$ cat config.mk
export PLATFORM = sky130hd
export DESIGN_NAME = booth_pp_accumulator
export DESIGN_NICKNAME = d
export VERILOG_FILES = /design/src/rtl/booth_pkg.sv /design/src/rtl/booth_pp_select.sv /design/src/rtl/booth_pp_accumulator.sv
export SDC_FILE = /design/constraint.sdc
export NUM_CORES = 1
export LEC_CHECK = 0
export ABC_AREA = 1
export CORE_UTILIZATION = 45
export CTS_CLUSTER_SIZE = 14
export DETAILED_ROUTE_END_ITERATION = 10
export GPL_TIMING_DRIVEN = 1
export MAX_ROUTING_LAYER = met4
export PLACE_DENSITY = 0.7
export SLEW_MARGIN = 10
export SYNTH_ARGS = -nofsm -noshare
export SYNTH_HDL_FRONTEND = slang
export SYNTH_SLANG_ARGS = --single-unit
$ cat constraint.sdc
create_clock -name clk -period 9.7 [get_ports clk]
set_input_delay 0.97 -clock clk [delete_from_list [all_inputs] [get_ports clk]]
set_output_delay 0.97 -clock clk [all_outputs]
set_load 0.005 [all_outputs]
$ cat src/rtl/booth_pkg.sv
// rtl/booth_pkg.sv - shared action bit indices, FSM encoding and sizing helper for the Booth accumulator
package booth_pkg;

    localparam int ACT_NEG = 0;
    localparam int ACT_DBL = 1;
    localparam int ACT_SGL = 2;

    typedef enum logic [1:0] {
        ST_IDLE  = 2'd0,
        ST_ACCUM = 2'd1,
        ST_DONE  = 2'd2
    } state_e;

    // Counter must reach NDIG itself, hence the +1.
    function automatic int cnt_width(input int ndig);
        return $clog2(ndig + 1);
    endfunction

endpackage

$ cat src/rtl/booth_pp_select.sv
// rtl/booth_pp_select.sv - maps one Booth action onto a signed partial product 0/+-M/+-2M
module booth_pp_select
    import booth_pkg::*;
#(
    parameter int WIDTH = 16
) (
    input  logic [WIDTH-1:0] i_m,
    input  logic [2:0]       i_action,
    output logic [WIDTH+1:0] o_pp,
    output logic             o_illegal
);

    logic [WIDTH+1:0] w_m_ext;
    logic [WIDTH+1:0] w_mag;

    assign w_m_ext   = {{2{i_m[WIDTH-1]}}, i_m};
    assign o_illegal = i_action[ACT_SGL] & i_action[ACT_DBL];

    // Illegal single+double is forced to zero magnitude; negating zero yields zero, never -1.
    always_comb begin
        w_mag = '0;
        if (!o_illegal) begin
            if (i_action[ACT_SGL]) begin
                w_mag = w_m_ext;
            end else if (i_action[ACT_DBL]) begin
                w_mag = w_m_ext << 1;
            end
        end
    end

    assign o_pp = i_action[ACT_NEG] ? (~w_mag + 1'b1) : w_mag;

endmodule

$ cat src/rtl/booth_pp_accumulator.sv
// rtl/booth_pp_accumulator.sv - consumes radix-4 Booth actions LSB digit first and accumulates M*Y
module booth_pp_accumulator
    import booth_pkg::*;
#(
    parameter int WIDTH = 16
) (
    input  logic               clk,
    input  logic               rst_n,
    input  logic               start,
    input  logic [WIDTH-1:0]   multiplicand,
    input  logic               abort,
    input  logic               act_valid,
    input  logic [2:0]         action,
    output logic               act_ready,
    output logic               prod_valid,
    input  logic               prod_ready,
    output logic [2*WIDTH-1:0] product,
    output logic               busy,
    output logic               err
);

    localparam int NDIG = WIDTH / 2;
    localparam int CW   = cnt_width(NDIG);
    localparam int EXT  = 2*WIDTH - (WIDTH + 2);
    localparam logic [CW-1:0] LAST_DIG = CW'(NDIG - 1);

    state_e             r_state;
    state_e             w_state_nxt;
    logic [WIDTH-1:0]   r_m;
    logic [2*WIDTH-1:0] r_acc;
    logic [CW-1:0]      r_cnt;
    logic [2*WIDTH-1:0] r_product;
    logic               r_prod_valid;
    logic               r_err;

    logic               w_xfer;
    logic               w_last;
    logic               w_start_acc;
    logic [WIDTH+1:0]   w_pp;
    logic               w_illegal;
    logic [2*WIDTH-1:0] w_pp_ext;
    logic [2*WIDTH-1:0] w_acc_nxt;

    booth_pp_select #(
        .WIDTH (WIDTH)
    ) u_pp_select (
        .i_m       (r_m),
        .i_action  (action),
        .o_pp      (w_pp),
        .o_illegal (w_illegal)
    );

    assign act_ready   = (r_state == ST_ACCUM);
    assign prod_valid  = r_prod_valid;
    assign product     = r_product;
    assign busy        = (r_state != ST_IDLE);
    assign err         = r_err;

    // Abort suppresses every other event, including a transfer offered in the same cycle.
    assign w_xfer      = act_valid && act_ready && !abort;
    assign w_last      = w_xfer && (r_cnt == LAST_DIG);
    assign w_start_acc = (r_state == ST_IDLE) && start && !abort;

    assign w_pp_ext  = {{EXT{w_pp[WIDTH+1]}}, w_pp};
    assign w_acc_nxt = r_acc + (w_pp_ext << {r_cnt, 1'b0});

    always_ff @(posedge clk or negedge rst_n) begin
        if (!rst_n) begin
            r_state <= ST_IDLE;
        end else begin
            r_state <= w_state_nxt;
        end
    end

    always_comb begin
        w_state_nxt = r_state;
        if (abort) begin
            w_state_nxt = ST_IDLE;
        end else begin
            case (r_state)
                ST_IDLE: begin
                    if (start) begin
                        w_state_nxt = ST_ACCUM;
                    end
                end
                ST_ACCUM: begin
                    if (w_last) begin
                        w_state_nxt = ST_DONE;
                    end
                end
                ST_DONE: begin
                    if (r_prod_valid && prod_ready) begin
                        w_state_nxt = ST_IDLE;
                    end
                end
                default: w_state_nxt = ST_IDLE;
            endcase
        end
    end

    always_ff @(posedge clk or negedge rst_n) begin
        if (!rst_n) begin
            r_m          <= '0;
            r_acc        <= '0;
            r_cnt        <= '0;
            r_product    <= '0;
            r_prod_valid <= 1'b0;
            r_err        <= 1'b0;
        end else if (abort) begin
            r_prod_valid <= 1'b0;
        end else begin
            if (w_start_acc) begin
                r_m   <= multiplicand;
                r_acc <= '0;
                r_cnt <= '0;
                r_err <= 1'b0;
            end
            if (w_xfer) begin
                r_acc <= w_acc_nxt;
                r_cnt <= r_cnt + CW'(1);
                if (w_illegal) begin
                    r_err <= 1'b1;
                end
            end
            if (w_last) begin
                r_product    <= w_acc_nxt;
                r_prod_valid <= 1'b1;
            end
            if ((r_state == ST_DONE) && prod_ready) begin
                r_prod_valid <= 1'b0;
            end
        end
    end

endmodule

# After elaboration in Yosys (flattened, before gate mapping)
# Index checks and enable logic that the tools add are counted.
# word_totals
out_inout_bits	36
reg_bits	88
elab_cells	55
input_bits	25
# op_classes
eq_ne	6
n_addsub	3
n_bitwise	3
n_mux	19
reduce_logical	16
shift	1
# op_table
op	n
2-to-1 mux 18 bit	4
2-to-1 mux 32 bit	2
adder 32 bit	1
<< shifter 32 x 5 -> 32 bit	1
adder 18 x 1 -> 18 bit, second input constant	1
inverter 18 bit	1
2-to-1 mux 2 bit	4
2-to-1 mux 4 bit	2
logical AND 1 bit	7
2-to-1 mux 1 bit	6
inequality test 3 bit, second input constant	2
one-hot mux 2 bit (3 select lines)	1
AND reduction 2 bit	3
adder 4 x 1 -> 4 bit, second input constant	1
equality test 4 x 3 -> 1 bit, second input constant	1
nonzero test 2 bit	2
inequality test 3 x 2 -> 1 bit, second input constant	1
AND reduction 3 bit	1
nonzero test 3 bit	1
equality test 2 x 1 -> 1 bit, second input constant	1
equality test 2 bit, second input constant	1
zero test 2 bit	1
AND 1 bit	1
zero test 1 bit	1
inverter 1 bit	1

# Longest topological paths before layout
# Gate-level depths: netlist of run 1.
# depth
depth_word	9
mapped_depth	30
mapped_depth_nobuf	29

# By module
# Synthesis of run 1 repeated with hierarchy kept, for this count alone.
# hier_totals
cells_unflattened	1147
hier_area_um2	7274.5
# modules_own_cells
mod	area_each_um2	seq_area_each_um2	instances	cells_per_inst
booth_pp_accumulator	6389.9	2202.1	1	976
booth_pp_select	884.6	0.0	1	171

# Worst setup path after synthesis of run 1
# OpenSTA, ideal clock, no wires.
# synth_path
path_kind	input-to-reg
start	in action[1]
end	reg r_product[31], in the netlist product[31]
path_buffers	1
required_ns	9.583
slack_ns	5.439
stages	27
setup_time_ns	0.117
arrival_ns	4.144
path_cell_list	buf_6 > inv_4 > nand2_2 > nor2_2 > inv_2 > ha_1 > nand3_1 > nand2_1 > xor2_1 > inv_1 > nand2_1 > o21ai_0 > o21ai_0 > or2_2 > nand2_1 > nor2_1 > ha_1 > a21o_1 > a21boi_0 > o21ai_0 > a221oi_1 > nand2_1 > nand2_1 > nand3_1 > nand3b_1 > nand3_1 > nand2_1
# synth_between
elab_chain_len	8
elab_cells_between_ends	9
classes_between	add/sub: 2; shift: 1; mux: 4; bitwise: 2
# synth_rtl
item	line_no	source
from (decl)	booth_pp_accumulator.sv:13	input logic [2:0] action,
2-to-1 mux 18 bit	booth_pp_select.sv:25	end else if (i_action[ACT_DBL]) begin
2-to-1 mux 18 bit	booth_pp_select.sv:23	if (i_action[ACT_SGL]) begin
2-to-1 mux 18 bit *	booth_pp_select.sv:22	if (!o_illegal) begin
inverter 18 bit	booth_pp_select.sv:31	assign o_pp = i_action[ACT_NEG] ? (~w_mag + 1'b1) : w_mag;
adder 18 x 1 -> 18 bit	booth_pp_select.sv:31	
2-to-1 mux 18 bit *	booth_pp_select.sv:31	
<< shifter 32 x 5 -> 32 bit *	booth_pp_accumulator.sv:65	assign w_acc_nxt = r_acc + (w_pp_ext << {r_cnt, 1'b0});
adder 32 bit *	booth_pp_accumulator.sv:65	
to (signal assigned)	booth_pp_accumulator.sv:126	r_product <= w_acc_nxt;
to (decl)	booth_pp_accumulator.sv:32	logic [2*WIDTH-1:0] r_product;
# Every way passes the cells marked *; elsewhere a longest branch is shown, timed or not.
# A chain may end at the register's enable or synchronous reset.

# Worst setup path in the final report of run 1
# Same ends and word-level chain as after synthesis.

==> results of run 1 <==
[worst min-delay path: stages (launching register included)]
cell	delay [ns]
dfrtp_1	0.34
nand2_1	0.05
o21ai_0	0.05
[where the power goes]
part,internal (mW),switching [mW],total (mW)
combinational,0.376,0.682,1.06
sequential,0.436,0.0599,0.496
clock,0.209,0.157,0.365
total,1.02,0.898,1.92
[area by class of cell]
cell class                      instances  area (um^2)  area share, %
Clock inverter                          5         63.8          0.834
Inverter                               61          231           3.03
Sequential cell                        88         2200           28.8
Tap cell                              184          230           3.01
Timing Repair Buffer                   64          628           8.21
Clock buffer                           11          243           3.17
Multi-Input combinational cell        768         4050           52.9
[kinds of logic after synthesis]
| logic type | count (synthesis) | synth area share (%) |
|---|---|---|
| compound gates | 178 | 15.4 |
| xor+xnor | 30 | 3.95 |
| mux | 2 | 0.301 |
| buf+inv | 95 | 6.17 |
| fa+ha+maj | 34 | 6.51 |
| simple gates | 524 | 34.6 |
| flops | 88 | 33.1 |
[per-layer routing]
| layer | vias to the layer above | GRT usage (%) |
|---|---|---|
| met2 | 187 | 37.2 |
| met1 | 2959 | 36.3 |
| met4 | 0 | 7.76 |
| met5 | - | - |
| li1 | 3252 | - |
| met3 | 26 | 5.40 |
[per-stage QoR]
stage	instance area [um^2]	power, mW	hold WS [ns]
3_5_place_dp	7340	1.54	0.469
3_3_place_gp	7340	1.53	0.464
6_report	7650	1.92	0.480
5_1_grt	7650	2.08	0.507
4_1_cts	7650	1.91	0.487
2_1_floorplan	6650	1.29	0.455
[how the worst min path moves through the flow]
stage                  endpoint  cells after the start  slack (ns)
floorplan             r_acc[26]                      2        0.46
global placement     product[2]                      2        0.46
detailed placement  product[23]                      2        0.47
CTS                  product[5]                      2        0.49
global route        product[21]                      2        0.51
finish               product[0]                      2        0.48
[layout by cell type (no fill, tap or decap), types with 9 or more instances in the layout]
cell             instances
xnor2_1                 18
inv_1                   48
clkbuf_16                9
inv_2                    9
nor2_1                  59
o21ai_1                 10
clkdlybuf4s50_1         59
dfrtp_1                 88
nand2_1                305
ha_1                    33
o21ai_0                 79
a21oi_1                 48
xor2_1                  12
nand3_2                 10
nand2_2                 18
nand3_1                 92
[state kept, by name, indices dropped and copies added, names as in the netlist]
signal and cells:
r_acc 32, err 1, r_m 16, r_cnt 4, r_state 2, prod_valid 1, product 32
==> flow_summary_export.csv, run 1 <==
group,metric,value,unit
outcome,status,"finished, final reports clean",
worst_setup_path,path_buf_inv,4,
yosys,ys_types,50,
worst_setup_path,timing.reg2reg.setup_slack,5.13,ns
global_routing,antenna_found_initial,0,
floorplanning,die_y,124,um
worst_setup_path,cp_slowest_stage_delay,0.76,ns
finish,fin_util,52.8,%
global_routing,grt_overflow,0,
worst_setup_path,r2r-start,"r_cnt[0]",
worst_setup_path,rr_worst_depth,17,
finish,synthToLayoutAreaGrowth,15.0,%
floorplanning,die_width,124,um
worst_setup_path,cp_num_cells,27,
power,leakagePower,3.73,nW
worst_setup_path,path_delay_family,"simple AND/OR/NAND/NOR gates",
worst_setup_path,path_class,"in -> reg",
worst_setup_path,end_kind,"flip-flop",
place,gp_congestion,0.963,
yosys,synthTopCellsByArea,"dfrtp_1 33%, nand2_1 17%, nand3_1 6.9%, ha_1 6.2%, o21ai_0 5.9%",
finish,layout.nets,1051,
clock_network,postCtsSetupBuffers,0,
yosys,syn_avg_cell_area,6.99,um^2
worst_hold_path,hold_path_class,"reg -> reg",
finish,fillers,1468,
global_routing,grt_pass1_wl,29300,um
yosys,synth-edff-count,0,
routing,ant_nets,0,
yosys,synth_area_leader_cell,"dfrtp_1",
timing,min_period,5.65,ns
timing,drv_slew,0,
yosys,syn_nets,1010,
place,placedCellCount,1165,
finish,fin_cells,1181,
floorplanning,die_area,15300,um^2
worst_setup_path,arrival,5.90,ns
clock_network,ctsResizeCount,0,
routing,highest_layer,"met4",
clock_network,root_buffer,"clkbuf_16",
worst_setup_path,crit_top_cell,"nand2_1",
global_routing,grt_use_total,25.8,%
yosys,synth_commonest_cells,"306 x nand2_1, 92 x nand3_1, 88 x dfrtp_1",
yosys,ys.warnings.count,0,
routing,met2_length,7450,um
worst_setup_path,timing.rr.end,"product[31]",
clock_network,path_clk_slew,0.06,ns
timing,finalClockSkew,0.00984,ns
routing,wire_per_inst,14.9,um
worst_setup_path,critPathCapture,"product[31]",
timing,finalSetupTns,0,ns
worst_setup_path,cp-start-kind,"primary input",
place,port_buffers,60,
clock_network,insertion_delay,0.36,ns
timing,fin_ws,4.05,ns
timing,finalCritPeriodShare,58.3,%
routing,routed_wl,17600,um
yosys,netlist.area_leader.share,33.1,%
routing,drc,0,
global_routing,grt_max_degree,54,
yosys,seq_area_frac_synth,33.1,%
floorplanning,rows,44,
routing,drt_iter0_drc,461,
power,powerDensity,251,nW/um^2
timing,setup_viol_count_final,0,
clock_network,cts_sinks,88,
finish,drive_gt1_share,8.93,%
worst_hold_path,min_from,"product[0]",
floorplanning,ios,61,
place,dp_hpwl,13300,um
yosys,yosysMostFrequentCell,"nand2_1",
global_routing,grt_pass1_vias,5892,
place,place_ws,3.82,ns
yosys,syn_area,6650,um^2
floorplanning,core-area,14500,um^2
timing,worst-slew-pin-transition,0.891,ns
timing,fmax,177,MHz
timing,final-hold-violation-count,0,
worst_setup_path,cp_slowest_cell,"clkdlybuf4s50_1",
clock_network,max-clock-path-buffers,2,
yosys,ys_seq_elements,88,
clock_network,ctsHoldBuffers,0,
worst_setup_path,worstPathRequired,9.95,ns
timing,rsz0062_at_grt,"false",
routing,met3_wirelength,941,um
routing,met1_length,8880,um
yosys,synth_flop_cell,"dfrtp_1",
clock_network,htree_levels,3,
clock_network,cts_tree,"yes",
routing,dr_total_vias,6424,
yosys,async_reset_ff_share,100,%
power,ir_drop,0.110,mV
routing,via_per_inst,5.44,
flow_run,cap_violations,0,
routing,drt_first_pass_iters,7,
floorplanning,start_util,45.9,%
clock_network,cts_buffers,9,
timing,slew_headroom,40.6,%
worst_setup_path,setup.worst_path.start,"action[1]",
finish,n_antenna_cell,0,
yosys,synthCells,951,
worst_setup_path,crit_fanout,17,
(Power assumes the default switching activity.)
==> run 2: changes to the inputs <==
Settings changed: PLACE_DENSITY 0.7 to 0.72.
Clock period 9.7 ns to 4.7 ns, I/O delays scaled along.
==> run 2 against run 1 <==
Compared with the run above: combinational power rose by 130%; non-clock buffer count is 49 higher; flip-flop and latch count is the same; via count is 2.9% higher; register-to-register slack got worse by 4.4 ns; critical endpoint unchanged.
==> flow_summary_export.csv, run 2 (synthesis results as in run 1) <==
group,metric,value,unit
place,gp_congestion,0.992,
worst_setup_path,r2r-start,"r_m[1]",
power,p_total,4.23,mW
routing,wire_per_inst,14.3,um
finish,drive_gt1_share,13.4,%
worst_setup_path,end_kind,"flip-flop",
finish,n_antenna_cell,0,
routing,drc,0,
routing,drt_iter0_drc,470,
timing,min_period,4.32,ns
outcome,status,"finished, final reports clean",
routing,ant_nets,0,
global_routing,grt_overflow,0,
clock_network,root_buffer,"clkbuf_16",
timing,finalClockSkew,0.00835,ns
worst_setup_path,cp-start-kind,"primary input",
floorplanning,start_util,45.9,%
global_routing,antenna_found_initial,0,
finish,synthToLayoutAreaGrowth,21.0,%
floorplanning,core-area,14500,um^2
worst_setup_path,crit_fanout,20,
timing,slew_headroom,51.1,%
clock_network,path_clk_slew,0.06,ns
clock_network,insertion_delay,0.36,ns
timing,finalCritPeriodShare,91.8,%
global_routing,grt_pass1_wl,29600,um
timing,setup_viol_count_final,0,
clock_network,cts_sinks,88,
finish,mostFrequentLayoutCells,"305 x nand2_1, 92 x nand3_1, 88 x dfrtp_1",
worst_hold_path,hold_path_class,"in -> async",
timing,final-hold-violation-count,0,
clock_network,cts_tree,"yes",
floorplanning,die_area,15300,um^2
timing,rsz0062_at_grt,"false",
clock_network,htree_levels,3,
place,dp_hpwl,13400,um
worst_setup_path,arrival,4.55,ns
finish,layout.nets,1100,
worst_setup_path,worstPathRequired,4.94,ns
power,ir_drop,0.230,mV
routing,drt_first_pass_iters,7,
clock_network,cts_buffers,9,
global_routing,grt_use_total,25.8,%
finish,final_common_cell,"nand2_1",
flow_run,cap_violations,0,
finish,fin_cells,1230,
routing,dr_total_vias,6608,
floorplanning,die_y,124,um
power,leakagePower,3.99,nW
place,placedCellCount,1214,
timing,worst-slew-pin-transition,0.731,ns
clock_network,postCtsSetupBuffers,0,
routing,via_per_inst,5.37,
worst_setup_path,setup.worst_path.start,"action[2]",
place,port_buffers,60,
timing,drv_slew,0,
timing,finalSetupTns,0,ns
floorplanning,ios,61,
worst_setup_path,path_class,"in -> reg",
floorplanning,die_width,124,um
clock_network,ctsHoldBuffers,0,
worst_setup_path,rr_worst_depth,26,
clock_network,max-clock-path-buffers,2,
global_routing,grt_pass1_vias,6150,
floorplanning,rows,44,
power,powerDensity,525,nW/um^2
global_routing,grt_max_degree,54,
routing,routed_wl,17600,um
finish,fin_util,55.6,%
timing,fmax,232,MHz
## run 2: changes by cell type in the layout (fill, tap and decap cells not counted), sizes merged
cell	change
inv	-1
clkbuf	+2
buf	+49
clkinvlp	-1
## run 2: worst max-delay path, stage by stage
cell             delay, ns
clkdlybuf4s50_1       0.50
buf_12                0.16
nand2_4               0.07
nand2_2               0.11
ha_1                  0.17
nand3_1               0.12
inv_2                 0.10
nand3_2               0.09
o21ai_2               0.19
xor2_1                0.16
inv_1                 0.08
nand2_2               0.06
nand3_1               0.11
nand3_2               0.11
o21ai_2               0.10
nor2_1                0.16
ha_1                  0.28
a21oi_1               0.19
a21boi_1              0.25
o21ai_0               0.15
a221oi_2              0.29
nand2_1               0.12
nand2_1               0.08
nand3_1               0.07
nand3b_1              0.18
nand3_1               0.08
nand2_1               0.07
## run 2: layout make-up
| cell class | instances | area, um^2 |
|---|---|---|
| fill | 1434 | 6430 |
| multi-input combinational | 768 | 4050 |
| sequential | 88 | 2200 |
| timing repair buffer | 113 | 1010 |
| clock buffer | 13 | 280 |
| inverter | 61 | 231 |
| tap | 184 | 230 |
| clock inverter | 3 | 47.5 |
## run 2: path summary, 6_finish.rpt
path                                    end  slack (ns)
worst max-delay path            product[31]        0.38
worst min-delay path                 r_m[8]         0.1
worst max register to register  product[31]        0.73
min in group clk                 product[6]        0.48
max in group asynchronous         r_acc[17]        3.62
worst min register to register   product[6]        0.48
## run 2: layer usage
layer | vias up | GRT usage, % | share of wire [%]
met5 | - | - | 0
met4 | 0 | 10.6 | 2.4
met3 | 30 | 3.30 | 4.4
met2 | 188 | 38.0 | 43
met1 | 3039 | 35.8 | 50
li1 | 3351 | - | -
## run 2: where the power goes
part | switching, mW | leakage (nW) | internal (mW) | total, mW
registers | 0.110 | 1.18 | 0.900 | 1.01
logic | 1.45 | 2.64 | 0.978 | 2.43
clock network | 0.311 | 0.162 | 0.472 | 0.783
## run 2: timing repair
action,4_1_cts,5_1_grt
endpoints found under the setup margin,0,2
gates resized for setup,0,2
endpoints found under the hold margin,0,0
## run 2: per-stage QoR
step                      instance area, um^2  hold WS, ns  setup slack, ns
after floorplan                          6650        0.174            0.939
after CTS                                8040        0.119            0.244
after global placement                   7720        0.467          -0.0313
after global routing                     8050        0.136           0.0360
after detailed placement                 7720        0.464          -0.0909
final                                    8050       0.0967            0.384
==> variant, RTL diff (flow settings as in run 2) <==
The 3 states of `state_e` get a one-hot encoding in 3 bits.
--- a/src/rtl/booth_pkg.sv
+++ b/src/rtl/booth_pkg.sv
@@ -5,10 +5,10 @@
     localparam int ACT_DBL = 1;
     localparam int ACT_SGL = 2;
 
-    typedef enum logic [1:0] {
-        ST_IDLE  = 2'd0,
-        ST_ACCUM = 2'd1,
-        ST_DONE  = 2'd2
+    typedef enum logic [2:0] {
+        ST_IDLE  = 3'b001,
+        ST_ACCUM = 3'b010,
+        ST_DONE  = 3'b100
     } state_e;
 
     // Counter must reach NDIG itself, hence the +1.
Behaviour: same outputs for any inputs over 4 cycles, from zero or initial values and one cycle with rst_n low; so few cycles prove little.
==> variant against run 2 <==
  * Non-clock buffer count grew 50
  * Power fell by 16%
  * Routed wire length is 9.6% higher
  * Synthesized cell count up 5.6%
  * Count of clock-buffer cells in the layout fell by 4
  * Combinational power is 20% lower
  * Synthesized area is 3.9% higher
  * Sequential cell count grew 1
  * Setup slack improved by 0.22 ns
  * Global-route usage grew 0.69 points
  * First-iteration DRC count up 12%
  * Final area is 7.3% higher
  * Largest power group unchanged
==> variant: results (changes against run 2) <==
Yosys
  – Post-synth net total: 1,063 (was 1,010)
  – Yosys Warn Count: 0 (unchanged)
  – Syn Area/Cell: 6.88 um^2 (was 6.99 um^2)
  – Share of the yosys chip area belonging to registers: 32.3% (was 33.1%)
  – Commonest cells in the synthesized netlist: nand2_1, dfrtp_1, nand3_1, inv_1, o21ai_0 (was nand2_1, nand3_1, dfrtp_1, o21ai_0, nor2_1)

Placed design
  – Post-place setup slack: -0.0658 ns (was -0.0909 ns)
  – Placed Area: 0.00833 mm^2 (was 0.00772 mm^2)
  – DPL Wire Length: 15.1 mm (was 13.4 mm)

Global routing
  – Global-route wire length before repair: 32.5 mm (was 29.6 mm)
  – Vias in the first global route: 6,656 (was 6,150)
  – GRT Resource Usage Total: 26.5% (was 25.8%)
  – Met3 Track Usage GR: 3.53% (was 3.30%)
  – Met1 Use GR: 37.3% (was 35.8%)

Route
  – DRT iter0 DRCs: 528 (was 470)
  – Via count: 7,027 (was 6,608)
  – Met1 WL: 9.77 mm (was 8.85 mm)
  – Met3 wire length: 887 um (was 771 um)
  – First-pass DRT Iterations: 5 (was 7)
  – Met2 Wirelength: 8.32 mm (was 7.54 mm)

STA
  – Max Clock Skew: 0.0127 ns (was 0.00835 ns)
  – Hold WS: 0.119 ns (was 0.0967 ns)
  – Worst-Margin Slew: 0.944 ns (was 0.731 ns)

Finish
  – Layout Nets: 1,196 (was 1,100)
  – Non-Filler Instances: 1,326 (was 1,230)
  – Share of cells above drive strength 1: 15.5% (was 13.4%)

Worst setup path
  – Slowest CP cell: ha_1 (was clkdlybuf4s50_1)
  – RR Endpoint: r_acc[27] (was product[31])
  – Reg2Reg Setup Slack: 0.65 ns (was 0.73 ns)
  – CP max FO: 10 (was 20)
  – FF-to-FF path depth: 33 (was 26)
  – CP peak stage delay: 0.24 ns (was 0.50 ns)

Pwr
  – IR Drop Worst-Case VDD: 0.210 mV (was 0.230 mV)
  – Leakage power: 4.52 nW (was 3.99 nW)

Outcome
  – Outcome: finished clean (unchanged)
variant: cell types whose count changed in the layout (fill, tap and decap cells not counted), sizes merged, moves of 3 or more:
cell | before | now
a21oi | 52 | 44
a22o | 3 | 7
buf | 54 | 104
clkbuf | 13 | 9
inv | 58 | 87
nand2 | 324 | 337
nand3 | 102 | 97
nand3b | 3 | 0
o31ai | 0 | 3
xnor2 | 18 | 9
xor2 | 12 | 22
variant: where the power goes:
group | internal, mW | total (mW) | switching [mW]
registers | 0.846 | 0.918 | 0.0718
clock network | 0.363 | 0.698 | 0.335
logic | 0.822 | 1.95 | 1.13
total | 2.03 | 3.56 | 1.53
variant: worst max path at each step:
stage | end | slack (ns) | cells after the start
after floorplan | product[26] | 0.84 | 29
after global placement | r_acc[22] | -0.03 | 23
after detailed placement | r_acc[27] | -0.07 | 31
after CTS | r_acc[27] | 0.29 | 31
after global routing | product[22] | 0.27 | 23
final | r_acc[27] | 0.60 | 33
variant: layout make-up:
| type | count | area [um^2] |
|---|---|---|
| fill | 1398 | 6120 |
| clock buffer | 9 | 225 |
| timing repair buffer | 163 | 1400 |
| clock inverter | 7 | 58.8 |
| sequential | 89 | 2230 |
| inverter | 89 | 334 |
| multi-input combinational | 785 | 4160 |
| tap | 184 | 230 |
variant: timing repair:
| action | 4_1_cts | 5_1_grt |
|---|---|---|
| gates resized for setup | 0 | 5 |
| hold buffers | 0 | 0 |
| setup endpoints to repair | 0 | 13 |
variant: cell families after synthesis:
kind of cell | Yosys count | share of synthesized area [%]
buffers and inverters | 130 | 7.88
adder cells (fa/ha/maj) | 34 | 6.27
multiplexers | 2 | 0.290
AND/OR/NAND/NOR | 532 | 33.3
XOR/XNOR | 31 | 4.04
AO/OA/AOI/OAI | 186 | 16.0
flip-flops | 89 | 32.3
